`src/rtl/tinyqv_serial_regfile.sv`:
```
`default_nettype none
// ============================================================================
// Module   : tinyqv_serial_regfile
// Brief    : Slice-serial RISC-V register file. One SLICE_BITS-wide slice of
//            every register is presented per phase; x0/x3/x4 may be constants.
// Revision : 1.0 - initial release
// ============================================================================
module tinyqv_serial_regfile #(
  parameter int          NUM_REGS       = 16,
  parameter int          REG_ADDR_BITS  = 4,
  parameter int          SLICE_BITS     = 4,
  parameter bit          HARDWIRE_GP_TP = 1'b1,
  parameter logic [31:0] GP_VALUE       = 32'h00001000,
  parameter logic [31:0] TP_VALUE       = 32'h10000000,
  localparam int         STEPS          = 32 / SLICE_BITS,
  localparam int         PHASE_BITS     = $clog2(STEPS)
) (
  input  logic                     clk,
  input  logic                     rstn,
  input  logic                     advance,
  input  logic                     wr_en,
  input  logic [REG_ADDR_BITS-1:0] rs1,
  input  logic [REG_ADDR_BITS-1:0] rs2,
  input  logic [REG_ADDR_BITS-1:0] rd,
  input  logic [SLICE_BITS-1:0]    data_rd,
  output logic [SLICE_BITS-1:0]    data_rs1,
  output logic [SLICE_BITS-1:0]    data_rs2,
  output logic [PHASE_BITS-1:0]    phase,
  output logic                     last
);

  localparam int OFF_BITS = 5;

  logic [PHASE_BITS-1:0] r_phase;
  logic [PHASE_BITS-1:0] w_wr_phase;
  logic [OFF_BITS-1:0]   w_rd_off;
  logic [OFF_BITS-1:0]   w_wr_off;
  logic                  w_write;
  logic [31:0]           w_reg_val [NUM_REGS];
  logic [31:0]           w_rs1_word;
  logic [31:0]           w_rs2_word;

  // STEPS is a power of two, so natural counter overflow gives the wrap.
  always_ff @(posedge clk or negedge rstn) begin
    if (!rstn) begin
      r_phase <= '0;
    end else if (advance) begin
      r_phase <= r_phase + PHASE_BITS'(1);
    end
  end

  // Writes land one slice behind the read phase: the write slice was read last cycle.
  assign w_wr_phase = r_phase - PHASE_BITS'(1);
  assign w_rd_off   = OFF_BITS'(r_phase) * OFF_BITS'(SLICE_BITS);
  assign w_wr_off   = OFF_BITS'(w_wr_phase) * OFF_BITS'(SLICE_BITS);
  assign w_write    = advance & wr_en;

  for (genvar gi = 0; gi < NUM_REGS; gi++) begin : g_reg
    if (gi == 0) begin : g_zero
      assign w_reg_val[gi] = '0;
    end else if (HARDWIRE_GP_TP && gi == 3) begin : g_gp
      assign w_reg_val[gi] = GP_VALUE;
    end else if (HARDWIRE_GP_TP && gi == 4) begin : g_tp
      assign w_reg_val[gi] = TP_VALUE;
    end else begin : g_store
      logic [31:0] r_val;

      always_ff @(posedge clk or negedge rstn) begin
        if (!rstn) begin
          r_val <= '0;
        end else if (w_write && rd == REG_ADDR_BITS'(gi)) begin
          r_val[w_wr_off +: SLICE_BITS] <= data_rd;
        end
      end

      assign w_reg_val[gi] = r_val;
    end
  end

  // Indices with no matching register fall through to zero.
  always_comb begin
    w_rs1_word = '0;
    w_rs2_word = '0;
    for (int i = 0; i < NUM_REGS; i++) begin
      if (rs1 == REG_ADDR_BITS'(i)) begin
        w_rs1_word = w_reg_val[i];
      end
      if (rs2 == REG_ADDR_BITS'(i)) begin
        w_rs2_word = w_reg_val[i];
      end
    end
  end

  assign data_rs1 = SLICE_BITS'(w_rs1_word >> w_rd_off);
  assign data_rs2 = SLICE_BITS'(w_rs2_word >> w_rd_off);
  assign phase    = r_phase;
  assign last     = (r_phase == PHASE_BITS'(STEPS - 1));

endmodule
`default_nettype wire
```
`config.mk`:
```
export PLATFORM = sky130hd
export DESIGN_NAME = tinyqv_serial_regfile
export DESIGN_NICKNAME = d
export VERILOG_FILES = /design/src/rtl/tinyqv_serial_regfile.sv
export SDC_FILE = /design/constraint.sdc
export NUM_CORES = 1
export LEC_CHECK = 0
export CELL_PAD_IN_SITES_DETAIL_PLACEMENT = 0
export CELL_PAD_IN_SITES_GLOBAL_PLACEMENT = 2
export CORE_ASPECT_RATIO = 1.5
export CORE_MARGIN = 1.5
export CORE_UTILIZATION = 45
export CTS_CLUSTER_DIAMETER = 80
export DETAILED_ROUTE_END_ITERATION = 10
export PLACE_DENSITY_LB_ADDON = 0.2
export SLEW_MARGIN = 20
export SYNTH_ARGS = -nofsm -noshare
export SYNTH_HDL_FRONTEND = slang
export SYNTH_SLANG_ARGS = --single-unit
```
`constraint.sdc`:
```
create_clock -name clk -period 10.4 [get_ports clk]
set_clock_uncertainty 0.2 [all_clocks]
set_input_delay 1.56 -clock clk [delete_from_list [all_inputs] [get_ports clk]]
set_output_delay 1.56 -clock clk [all_outputs]
set_load 0.02 [all_outputs]
```
==> impl_metrics.env <==
export IMPL_grt_start_max_net_pins=165
export IMPL_htree_levels=2
export IMPL_synth_seq_cells=419
export IMPL_ys_types=83
export IMPL_fp_row_count=104
export IMPL_clk_pin_slew_ns=0.06
export IMPL_cts_sinks=419
export IMPL_syn_instance_count=2482
export IMPL_cts_buffers=44
export IMPL_r2r_start="phase[0]"
export IMPL_hold_path_class="reg -> reg"
export IMPL_hp_start="g_reg[6].g_store.r_val[3]"
export IMPL_cts_tree="yes"
export IMPL_power_clock_fraction_pct=30.4
export IMPL_synth_nets=2509
export IMPL_final_cell_mix="dfrtp_1 (418), mux2_2 (390), o21ai_0 (219)"
export IMPL_drc=4
export IMPL_power_w=0.00526
export IMPL_drt_iter0_drc=3422
export IMPL_grt_pass1_wl_mm=183
export IMPL_rr_worst_depth=7
export IMPL_vias_per_cell=7.43
export IMPL_drive_gt1_share_pct=23.6
export IMPL_intPower_w=0.00311
export IMPL_n_fill_cell=5076
export IMPL_min_period_over_period_pct=78.3
export IMPL_vias=23381
export IMPL_hold_path_depth=1
export IMPL_setup_tns_ns=0
export IMPL_setup_violations=0
export IMPL_switching_share_pct=40.7
export IMPL_gr_usage_met2_pct=71.4
export IMPL_synth_area_per_cell_um2=9.92
export IMPL_pwr_share_seq_pct=38.5
export IMPL_combPwrFrac_pct=31.1
export IMPL_areaGrowthSynthToFinish_pct=8.94
export IMPL_die_area_mm2=0.0561
export IMPL_io_buffers=31
export IMPL_synth_seq_area_share_pct=42.6
export IMPL_core_mm2=0.0539
export IMPL_synthFlopType="dfrtp_1"
export IMPL_antenna_left=0
export IMPL_ioPinCount=32
export IMPL_nets=2448
export IMPL_grt_busiest_layer="met2"
export IMPL_clock_latency_ns=0.60
export IMPL_die_w_um=194
export IMPL_finalCriticalPeriod_ns=8.14
export IMPL_cp_end_kind="primary output"
export IMPL_synthArstFlopShare_pct=100
export IMPL_p_leak_nw=11.6
export IMPL_routed_wl_mm=132
export IMPL_maxSlewHeadroom_pct=13.6
export IMPL_first_global_vias=22983
export IMPL_worstPathRequired_ns=8.64
export IMPL_outcome="finished, violations left"
export IMPL_rsz0062_at_grt="false"
export IMPL_cts_hold_buffers=0
export IMPL_grt_use_total_pct=47.0
export IMPL_gp_congestion=1.10
export IMPL_r2r_end="g_reg[15].g_store.r_val[9]"
export IMPL_worstMarginPinSlew_ns=1.29
export IMPL_grt_remaining_overflow=0
export IMPL_use_met3_pct=11.3
export IMPL_dp_hpwl_mm=91.0
export IMPL_ir_worst_vdd_mv=0.248
export IMPL_path_class="in -> out"
export IMPL_first_pass_iters=9
export IMPL_cts_resized_gates=0
export IMPL_cts_root_buffer="clkbuf_16"
export IMPL_violations="design-rule violations"
export IMPL_power_switching_w=0.00214
export IMPL_critPathLaunchType="primary input"
export IMPL_max_freq_mhz=123
export IMPL_cts_setup_buffers=0
export IMPL_ff2ff_setup_slack_ns=5.69
export IMPL_grtUsageMet1_pct=54.5
export IMPL_wire_per_inst_um=42.1
export IMPL_synth_edf_count=0
export IMPL_crit_arrival_ns=6.38
export IMPL_hold_violations=0
export IMPL_cts_buffer_depth=3
export IMPL_drv_slew=0
export IMPL_final_common_cell="dfrtp_1"
export IMPL_ys_warnings_count=0
export IMPL_synthesis_area_mm2=0.0246
export IMPL_initial_utilization_pct=45.7
export IMPL_cp_max_fo=65
export IMPL_max_cap_viol_count=0
export IMPL_grt_antenna_before_repair=9
export IMPL_whs_endpoint="g_reg[6].g_store.r_val[3]"
export IMPL_die_h_um=289
export IMPL_p_per_area_mw_per_mm2=196
==> kinds of logic after synthesis <==
group                      after synthesis  synth area share, %
and+or+nand+nor                        593                 10.9
adders and majority gates                7                0.356
buffers and inverters                  228                 4.26
DFF                                    419                 42.6
xor gates and xnor gates                 2               0.0712
muxes                                  465                 21.2
AOI/OAI and AO/OA                      768                 20.6
==> worst max-delay path by stage <==
| stage | from | slack (ns) | cells past startpoint | to |
|---|---|---|---|---|
| CTS | rs2[1] | 2.76 | 10 | data_rs2[3] |
| global route | rs2[1] | 2.34 | 10 | data_rs2[1] |
| global placement | rs2[0] | 2.74 | 11 | data_rs2[3] |
| detailed placement | rs2[1] | 2.76 | 10 | data_rs2[3] |
| floorplan | rs1[0] | 4.98 | 10 | data_rs1[3] |
| finish | rs2[1] | 2.26 | 10 | data_rs2[1] |
==> critical path, cell delays in order <==
cell,delay [ns]
buf_4,0.65
buf_4,0.53
nand2b_1,0.80
nor3_1,0.12
a221o_1,0.32
a21oi_1,0.79
o22ai_1,0.18
a221o_1,0.40
a32o_1,0.29
clkdlybuf4s50_1,0.58
==> synthesized netlist by cell type, types with 34 or more instances <==
cell,number,area share (%)
mux2i_1,69,2.8
nand2_1,217,3.3
nand3_1,34,0.69
dfrtp_1,419,43
o21ai_0,219,4.5
buf_2,68,1.4
a221oi_1,44,1.6
a22oi_1,59,1.8
clkbuf_1,109,1.7
a21oi_1,135,2.7
nor2_1,186,2.8
o22ai_1,57,1.4
mux2_2,390,18
==> registers in the layout (all words and copies together) (netlist names) <==
name and flops:
phase 3, g.g_store.r_val 416
==> power groups by stage <==
stage / Sequential [W] / Combinational (W) / Clock (W)
final: 0.00202 / 0.00164 / 0.00160
after global routing: 0.00202 / 0.00167 / 0.00166
after CTS: 0.00201 / 0.00156 / 0.00161
after detailed placement: 0.00203 / 0.00155 / 0
after global placement: 0.00204 / 0.00154 / 0
after floorplan: 0.00192 / 0.000889 / 0
==> stage by stage <==
step,instances,utilization (%),hold slack (ns),setup WS (ns),instance area (µm²)
after global placement,3064,47.1,0.303,2.74,25400
after global routing,3143,49.8,0.351,2.34,26800
final,3147,49.8,0.335,2.26,26800
after CTS,3143,49.7,0.329,2.76,26800
after floorplan,2482,-,0.261,4.98,24600
after detailed placement,3064,47.1,0.312,2.76,25400
==> area by class of cell <==
| cell class | count | area (µm²) | area share, % |
|---|---|---|---|
| Sequential cell | 419 | 10500 | 39.1 |
| Inverter | 21 | 78.8 | 0.294 |
| Timing Repair Buffer | 100 | 840 | 3.13 |
| Clock buffer | 55 | 1190 | 4.45 |
| Multi-Input combinational cell | 1835 | 13100 | 48.9 |
| Tap cell | 689 | 862 | 3.21 |
| Clock inverter | 24 | 220 | 0.821 |
| Antenna cell | 4 | 10.0 | 0.0373 |
==> per-layer routing <==
layer / wire length [µm] / vias to the layer above
met2: 57200 / 1829
li1: - / 9199
met4: 15500 / 8
met1: 46300 / 11681
met3: 13500 / 664
met5: 53 / -
No activity file was read; power rests on OpenSTA's default activity.
